`config.mk`:
```
export PLATFORM = sky130hd
export DESIGN_NAME = present_arb_ctrl
export DESIGN_NICKNAME = d
export VERILOG_FILES = /design/src/rtl/present_arb_pkg.sv /design/src/rtl/rr_arbiter2.sv /design/src/rtl/present_arb_ctrl.sv
export SDC_FILE = /design/constraint.sdc
export NUM_CORES = 1
export LEC_CHECK = 0
export ABC_AREA = 0
export CAP_MARGIN = 20
export CORE_AREA = 4 4 219 221
export CTS_BUF_LIST = sky130_fd_sc_hd__clkbuf_4
export CTS_CLUSTER_SIZE = 16
export DETAILED_ROUTE_END_ITERATION = 6
export DIE_AREA = 0 0 223 225
export GPL_TIMING_DRIVEN = 0
export PLACE_DENSITY = 0.61
export SKIP_LAST_GASP = 1
export SYNTH_ARGS = -nofsm -noshare
export SYNTH_HDL_FRONTEND = slang
export SYNTH_SLANG_ARGS = --single-unit
```
`constraint.sdc`:
```
create_clock -name clk -period 2.6 [get_ports clk]
set_clock_uncertainty 0.1 [all_clocks]
set_input_delay 0.78 -clock clk [delete_from_list [all_inputs] [get_ports clk]]
set_output_delay 0.78 -clock clk [all_outputs]
set_load 0.05 [all_outputs]
```
`src/rtl/present_arb_pkg.sv`:
```
// Shared types and constants for the PRESENT-80 two-requester arbiter/controller.
package present_arb_pkg;

  localparam int PKG_BLOCK_W = 64;
  localparam int PKG_KEY_W   = 80;

  typedef enum logic [1:0] {
    ST_IDLE = 2'd0,
    ST_BUSY = 2'd1,
    ST_RESP = 2'd2
  } arb_state_e;

  typedef logic req_idx_t;

  function automatic logic [1:0] idx_onehot(input req_idx_t idx);
    return idx ? 2'b10 : 2'b01;
  endfunction

endpackage

```
`src/rtl/rr_arbiter2.sv`:
```
// Two-way round-robin picker; the last-grant pointer is owned by the caller.
module rr_arbiter2
  import present_arb_pkg::*;
(
  input  logic [1:0] req_valid,
  input  req_idx_t   last_grant,
  output req_idx_t   grant,
  output logic       grant_valid
);

  always_comb begin
    grant_valid = |req_valid;
    if (req_valid == 2'b11) begin
      grant = ~last_grant;
    end else begin
      grant = req_valid[1];
    end
  end

endmodule

```
`src/rtl/present_arb_ctrl.sv`:
```
// Shares one iterative PRESENT-80 core between two requesters (round-robin).
// Optional BUSY watchdog enabled with `define PRESENT_ARB_TIMEOUT_EN.
module present_arb_ctrl
  import present_arb_pkg::*;
#(
  parameter int BLOCK_W        = PKG_BLOCK_W,
  parameter int KEY_W          = PKG_KEY_W,
  parameter int TIMEOUT_CYCLES = 64
) (
  input  logic                 clk,
  input  logic                 rst,
  input  logic [1:0]           req_valid,
  output logic [1:0]           req_ready,
  input  logic [2*BLOCK_W-1:0] req_plain_text,
  input  logic [2*KEY_W-1:0]   req_master_key,
  output logic [1:0]           rsp_valid,
  input  logic [1:0]           rsp_ready,
  output logic [BLOCK_W-1:0]   rsp_data,
  output logic                 err,
  output logic                 busy,
  output logic                 core_start,
  output logic [BLOCK_W-1:0]   core_plain_text,
  output logic [KEY_W-1:0]     core_master_key,
  input  logic [BLOCK_W-1:0]   core_out,
  input  logic                 core_done
);

  arb_state_e         state_q, state_d;
  req_idx_t           last_grant_q, last_grant_d;
  req_idx_t           grant_q, grant_d;
  logic [BLOCK_W-1:0] pt_q, pt_d;
  logic [KEY_W-1:0]   key_q, key_d;
  logic [BLOCK_W-1:0] rsp_data_q, rsp_data_d;

  req_idx_t arb_grant;
  logic     arb_valid;

`ifdef PRESENT_ARB_TIMEOUT_EN
  localparam int CNT_W = $clog2(TIMEOUT_CYCLES + 1);
  logic [CNT_W-1:0] cnt_q, cnt_d;
  logic             err_q, err_d;
`endif

  rr_arbiter2 u_arb (
    .req_valid   (req_valid),
    .last_grant  (last_grant_q),
    .grant       (arb_grant),
    .grant_valid (arb_valid)
  );

  always_comb begin
    state_d      = state_q;
    last_grant_d = last_grant_q;
    grant_d      = grant_q;
    pt_d         = pt_q;
    key_d        = key_q;
    rsp_data_d   = rsp_data_q;
    req_ready    = 2'b00;
`ifdef PRESENT_ARB_TIMEOUT_EN
    cnt_d        = cnt_q;
    err_d        = err_q;
`endif

    unique case (state_q)
      ST_IDLE: begin
        // Accept strobe is masked while reset is asserted so every output reads 0.
        if (rst && arb_valid) begin
          req_ready = idx_onehot(arb_grant);
          grant_d   = arb_grant;
          pt_d      = arb_grant ? req_plain_text[2*BLOCK_W-1:BLOCK_W] : req_plain_text[BLOCK_W-1:0];
          key_d     = arb_grant ? req_master_key[2*KEY_W-1:KEY_W] : req_master_key[KEY_W-1:0];
          state_d   = ST_BUSY;
`ifdef PRESENT_ARB_TIMEOUT_EN
          cnt_d     = '0;
`endif
        end
      end

      ST_BUSY: begin
        if (core_done) begin
          rsp_data_d = core_out;
          state_d    = ST_RESP;
`ifdef PRESENT_ARB_TIMEOUT_EN
          err_d      = 1'b0;
`endif
        end
`ifdef PRESENT_ARB_TIMEOUT_EN
        else if (cnt_q == CNT_W'(TIMEOUT_CYCLES - 1)) begin
          // Last permitted BUSY cycle without completion: answer with an error.
          rsp_data_d = '0;
          err_d      = 1'b1;
          state_d    = ST_RESP;
        end else begin
          cnt_d = cnt_q + 1'b1;
        end
`endif
      end

      ST_RESP: begin
        if (rsp_ready[grant_q]) begin
          last_grant_d = grant_q;
          state_d      = ST_IDLE;
        end
      end

      default: state_d = ST_IDLE;
    endcase
  end

  always_ff @(posedge clk or negedge rst) begin
    if (!rst) begin
      state_q      <= ST_IDLE;
      last_grant_q <= 1'b1;
      grant_q      <= 1'b0;
      pt_q         <= '0;
      key_q        <= '0;
      rsp_data_q   <= '0;
`ifdef PRESENT_ARB_TIMEOUT_EN
      cnt_q        <= '0;
      err_q        <= 1'b0;
`endif
    end else begin
      state_q      <= state_d;
      last_grant_q <= last_grant_d;
      grant_q      <= grant_d;
      pt_q         <= pt_d;
      key_q        <= key_d;
      rsp_data_q   <= rsp_data_d;
`ifdef PRESENT_ARB_TIMEOUT_EN
      cnt_q        <= cnt_d;
      err_q        <= err_d;
`endif
    end
  end

  assign busy            = (state_q != ST_IDLE);
  assign core_start      = (state_q == ST_BUSY);
  assign rsp_valid       = (state_q == ST_RESP) ? idx_onehot(grant_q) : 2'b00;
  assign rsp_data        = rsp_data_q;
  assign core_plain_text = pt_q;
  assign core_master_key = key_q;

`ifdef PRESENT_ARB_TIMEOUT_EN
  assign err = err_q;
`else
  logic unused_timeout_cfg;
  assign unused_timeout_cfg = ^TIMEOUT_CYCLES;
  assign err = 1'b0;
`endif

endmodule

```
==> impl_metrics.toml, run 1 <==
[status]
status = "finished with violations"
violations = "hold timing, setup timing"

[global_routing]
grt-busiest-layer = "met2"
met1_usage = 0.1856
antenna_found_initial = 2
grt_start_max_net_pins = 107
grt_pass1_vias = 10360
met3_usage = 0.05797
grtUsageTotal = 0.1686
grt_first_pass_wirelength_um = 64580
use_met2 = 0.2972
gr-total-overflow = 0

[route]
wire_per_inst_um = 21.08
drt_iter0_drc = 507
wirelength_um = 44720
dr.pass1.iters = 4
drc = 0
drtAntennaViolNets = 0
vias = 9769
vias_per_cell = 4.606

[cts]
cts_made_buffers = 66
clkSinkCount = 212
cts_tree = "yes"
cts_buffer_depth = 3
htree_levels = 3
clockRootBuffer = "clkbuf_4"
hold_buffers = 2
clk_pin_slew_ns = 0.06
clk_latency_ns = 0.72

[placed_design]
dp_slack_ns = -2.368
portBuffers = 572
place_congestion = 0.9473
place_area_um2 = 15870
dp_hpwl_um = 33170

[worst_setup_path]
cp-start-kind = "primary input"
required_ns = 1.72
startpoint = "req_valid[1]"
reg2reg_depth = 8
path_class = "in2out"
cp_max_fo = 10
crit_path_end_kind = "output pin"
path_cells = "clkdlybuf4s50_1 > nor2b_1 > buf_6 > clkbuf_16 > nor3b_4 > buf_6"
reg2reg_from = "state_q[0]$_DFFE_PN0P_"
ff2ff_setup_slack_ns = 0.16
cp_common_cell = "buf_6"
arrival_ns = 2.18
timing.rr.end = "core_master_key[75]$_DFFE_PN0P_"
cpMaxStageDelayCell = "clkdlybuf4s50_1"
path_delay_family = "buffers and inverters"
critPathMaxStageDelay_ns = 0.47
path_buf_inv = 4

[timing]
slew_viol_final = 0
period_share = 1.178
relSlewSlack = 0.5517
fin_crit_ns = 3.063
max_clock_freq_mhz = 326.5
setup_violations = 5
rsz0062_at_grt = "yes"
hold_ws_ns = -0.1812
tightest_slew_ns = 0.6724
fin_ws_ns = -0.4627
hold_viol_final = 52
tns_ns = -0.9233

[pwr]
p_switching_mw = 10.67
p_seq_frac = 0.271
intPower_mw = 10.96
power_leakage_nw = 7.153
clockPowerShare = 0.156
powerDensity_nw_per_um2 = 1259
swShare = 0.4933
combPwrFrac = 0.573
worst_ir_drop_vdd_mv = 0.8163

[die]
core_um2 = 46160
dieArea_um2 = 50180
rows = 79
die_x_um = 223
initial_core_util = 0.2023
num_io_pins = 574
die_h_um = 225

[synthesis]
yosysTopAreaCellShare = 0.5655
yosysTopAreaCell = "dfrtp_1"
synthDistinctLibCells = 23
yosys_warnings = 0
syn_avg_cell_area_um2 = 11.39
synth_fp_nets = 1179
syn_area_um2 = 9338
yosysSeqAreaShare = 0.5683
synth_seq_cells = 212
netlist_instances = 820
netlist_top_cells_area = "dfrtp_1 (57%), a221o_1 (15%), mux2_2 (8.0%)"

[layout]
layout-drive-gt1-share = 0.2644
finalInstanceArea_um2 = 17180
syn_to_final_growth_pct = 83.93
fin_nets = 1831

[job]
maxCapViolCount = 0

[hold_path]
hold_path.class = "in2async"
[repair_timing]
item / CTS / global route
gates resized for setup: 653 / 8
gates cloned: 2 / 0
hold endpoints to repair: 105 / 52
buffers inserted: 10 / 1
pin swaps: 3 / 5
setup endpoints to repair: 216 / 15
[synth_stat cells]
library cell,instances
o21ai_0,2
dfrtp_1,211
nor2b_1,3
buf_1,1
inv_1,2
nand2b_1,1
mux2_2,66
a21oi_1,2
or2_1,2
a211oi_2,1
conb_1,1
nor2_1,3
nor3_1,144
or3b_4,1
nor3b_2,1
nand2_1,146
o2bb2ai_1,1
a221o_1,144
buf_6,10
buf_2,20
dfstp_2,1
buf_4,6
clkbuf_1,51
[worst max-delay path by stage]
stage / end / depth (start not counted) / slack, ns
2_1_floorplan: req_ready[0] / 5 / -0.34
3_3_place_gp: req_ready[0] / 7 / -9.45
3_5_place_dp: req_ready[0] / 6 / -2.37
4_1_cts: req_ready[0] / 4 / -0.60
5_1_grt: req_ready[0] / 4 / -0.58
6_report: req_ready[0] / 6 / -0.46
[sequential cells by signal, indices dropped and copies added, names as in the netlist]
register         flops
state_q              2
rsp_data            64
core_master_key     80
core_plain_text     64
last_grant_q         1
grant_q              1
[through the flow]
stage / hold WS [ns] / total power, mW / util / std cells
floorplan: 0.3685 / 13.64 / - / 820
global placement: 0.3866 / 18.61 / 0.3432 / 1999
detailed placement: 0.3919 / 18.65 / 0.3439 / 2000
CTS: -0.3097 / 21.90 / 0.3717 / 2119
global route: -0.2711 / 22.60 / 0.3721 / 2121
finish: -0.1812 / 21.63 / 0.3721 / 2121
[power by group through the flow]
stage	clock, mW	combinational [mW]	sequential, mW
after detailed placement	0	12.8	5.85
final	3.38	12.4	5.86
after global routing	3.73	12.8	6.02
after CTS	3.57	12.5	5.85
after global placement	0	12.8	5.85
after floorplan	0	2.39	11.2
[cell type report]
type	count	area (µm²)
timing repair buffer	588	6180
inverter	2	7.507
clock inverter	15	110.1
buffer	84	494.2
antenna	1	2.502
tap	607	759.5
clock buffer	94	705.7
sequential	212	5306
fill	4571	28990
multi-input combinational	518	3610
[kinds of logic after synthesis]
group / share of synthesized area
AND/OR/NAND/NOR: 0.1436
flip-flops: 0.5683
AO/OA/AOI/OAI: 0.1588
buffers and inverters: 0.04931
multiplexers: 0.07959
other: 0.0004016
[metal layers]
| layer | up-vias | part of all wire |
|---|---|---|
| li1 | 4420 | - |
| met1 | 4734 | 0.38 |
| met2 | 521 | 0.50 |
| met3 | 92 | 0.087 |
| met4 | 2 | 0.033 |
| met5 | - | 0.00029 |
[cell usage in the layout (no fill, tap or decap), types with 8 or more instances in the layout]
| cell type | Yosys | final |
|---|---|---|
| clkbuf_1 | 51 | 48 |
| nor3_1 | 144 | 144 |
| clkinv_1 | 0 | 8 |
| clkdlybuf4s15_2 | 0 | 164 |
| buf_4 | 6 | 15 |
| clkbuf_4 | 0 | 94 |
| mux2_2 | 66 | 66 |
| a221o_1 | 144 | 144 |
| dfrtp_1 | 211 | 211 |
| buf_6 | 10 | 12 |
| clkdlybuf4s50_1 | 0 | 356 |
| buf_2 | 20 | 15 |
| nand2_1 | 146 | 146 |
| clkdlybuf4s15_1 | 0 | 41 |
Note: power is estimated with default switching activity, not from simulation.
==> inputs of run 2 (changes only) <==
Settings changed: GPL_ROUTABILITY_DRIVEN set to 0.
==> run 2 against run 1 <==
Against the previous run: global-route usage hardly changed; setup slack better by 0.0066 ns; the flow still finishes with violations (hold timing, setup timing); die area stayed put; sequential share of layout area is 0.39 points higher.
==> impl_metrics.toml, run 2 (synthesized netlist as in run 1, its figures left out) <==
[die]
initial_core_util = 0.2023
rows = 79
core_um2 = 46160
dieArea_um2 = 50180
num_io_pins = 574
die_x_um = 223
die_h_um = 225

[timing]
relSlewSlack = 0.5578
hold_ws_ns = -0.1972
setup_violations = 5
period_share = 1.175
slew_viol_final = 0
rsz0062_at_grt = "yes"
fin_crit_ns = 3.056
tns_ns = -0.9030
max_clock_freq_mhz = 327.2
tightest_slew_ns = 0.6633
fin_ws_ns = -0.4561
hold_viol_final = 53

[cts]
hold_buffers = 2
htree_levels = 2
clk_latency_ns = 0.74
cts_buffer_depth = 3
clk_pin_slew_ns = 0.05
clockRootBuffer = "clkbuf_4"
cts_made_buffers = 60
cts_tree = "yes"
clkSinkCount = 212

[route]
vias_per_cell = 4.624
drt_iter0_drc = 525
vias = 9802
wirelength_um = 44500
dr.pass1.iters = 6
wire_per_inst_um = 20.99
drtAntennaViolNets = 0
drc = 0

[placed_design]
dp_slack_ns = -2.392
numPlacedInstances = 2000
portBuffers = 572
dp_hpwl_um = 33040

[layout]
mostFrequentLayoutCells = "clkdlybuf4s50_1 (357), dfrtp_1 (211), nand2_1 (146), nor3_1 (144), a221o_1 (144)"
layout_commonest_cell = "clkdlybuf4s50_1"
fin_nets = 1826
largest_reg_flops = 80
syn_to_final_growth_pct = 81.66
finalNonFillerCells = 2120
layout-drive-gt1-share = 0.2614

[worst_setup_path]
crit_path_end_kind = "output pin"
arrival_ns = 2.18
cp_max_fo = 10
path_class = "in2out"
required_ns = 1.72
cp-start-kind = "primary input"

[global_routing]
grt_start_max_net_pins = 104
grt_first_pass_wirelength_um = 65060
antenna_found_initial = 3
grtUsageTotal = 0.1688
gr-total-overflow = 0
grt_pass1_vias = 10500

[pwr]
powerDensity_nw_per_um2 = 1254
power_leakage_nw = 7.105
worst_ir_drop_vdd_mv = 0.7393

[status]
status = "finished with violations"
violations = "hold timing, setup timing"

[job]
maxCapViolCount = 0

[hold_path]
hold_path.class = "in2async"
-- run 2: power by group --
part	switching (mW)	leakage, nW	internal, mW
sequential	0.975	2.59	4.89
clock	1.50	0.454	1.68
combinational	8.16	4.06	4.06
total	10.6	7.10	10.6
-- run 2: per-layer routing --
metal | vias to the layer above | GRT usage | wire length [µm]
met3 | 103 | 0.06526 | 4327
li1 | 4415 | - | -
met5 | - | 0 | 0
met2 | 556 | 0.2901 | 21880
met4 | 0 | 0.07497 | 1955
met1 | 4728 | 0.1860 | 16330
-- run 2: through the flow --
stage               hold slack (ns)  total power, mW  cell area (µm²)  utilization
floorplan                    0.3685            13.64             9356            -
global placement             0.3873            18.60            15840       0.3432
detailed placement           0.3919            18.65            15870       0.3439
CTS                         -0.2868            21.58            17070       0.3698
global route                -0.2792            22.25            16960       0.3675
finish                      -0.1972            21.27            16960       0.3675
-- run 2: path summary, 6_finish.rpt --
check                                    startpoint                             end  slack [ns]  cells past startpoint
max                                    req_valid[0]                    req_ready[0]       -0.46                      5
min                                             rst        rsp_data[55]$_DFFE_PN0P_       -0.20                      1
max reg2reg                  state_q[1]$_DFFE_PN0P_  core_plain_text[6]$_DFFE_PN0P_        0.13                      8
min reg2reg                rsp_data[61]$_DFFE_PN0P_        rsp_data[61]$_DFFE_PN0P_        0.40                      1
max in group asynchronous                       rst        rsp_data[20]$_DFFE_PN0P_        1.40                      3
min in group clk           rsp_data[61]$_DFFE_PN0P_        rsp_data[61]$_DFFE_PN0P_        0.40                      1
-- run 2: what timing repair did --
action                                  in CTS  in global routing
endpoints found under the setup margin     216                 55
resized for setup                          605                 54
pin swaps                                    3                  2
buffers inserted                            11                  1
endpoints found under the hold margin      108                 53
gates cloned                                 2                  0
-- run 2: cell type report --
class	instances	area, µm²
timing repair buffer	589	6012
sequential	212	5306
buffer	84	491.7
clock buffer	84	630.6
antenna	2	5.005
fill	4647	29200
multi-input combinational	518	3607
clock inverter	22	142.6
inverter	2	7.507
tap	607	759.5
-- run 2: critical path: stages --
cell and delay (ns):
clkdlybuf4s50_1 0.60, buf_12 0.15, clkbuf_8 0.18, nor3b_4 0.26
buf_6 0.20
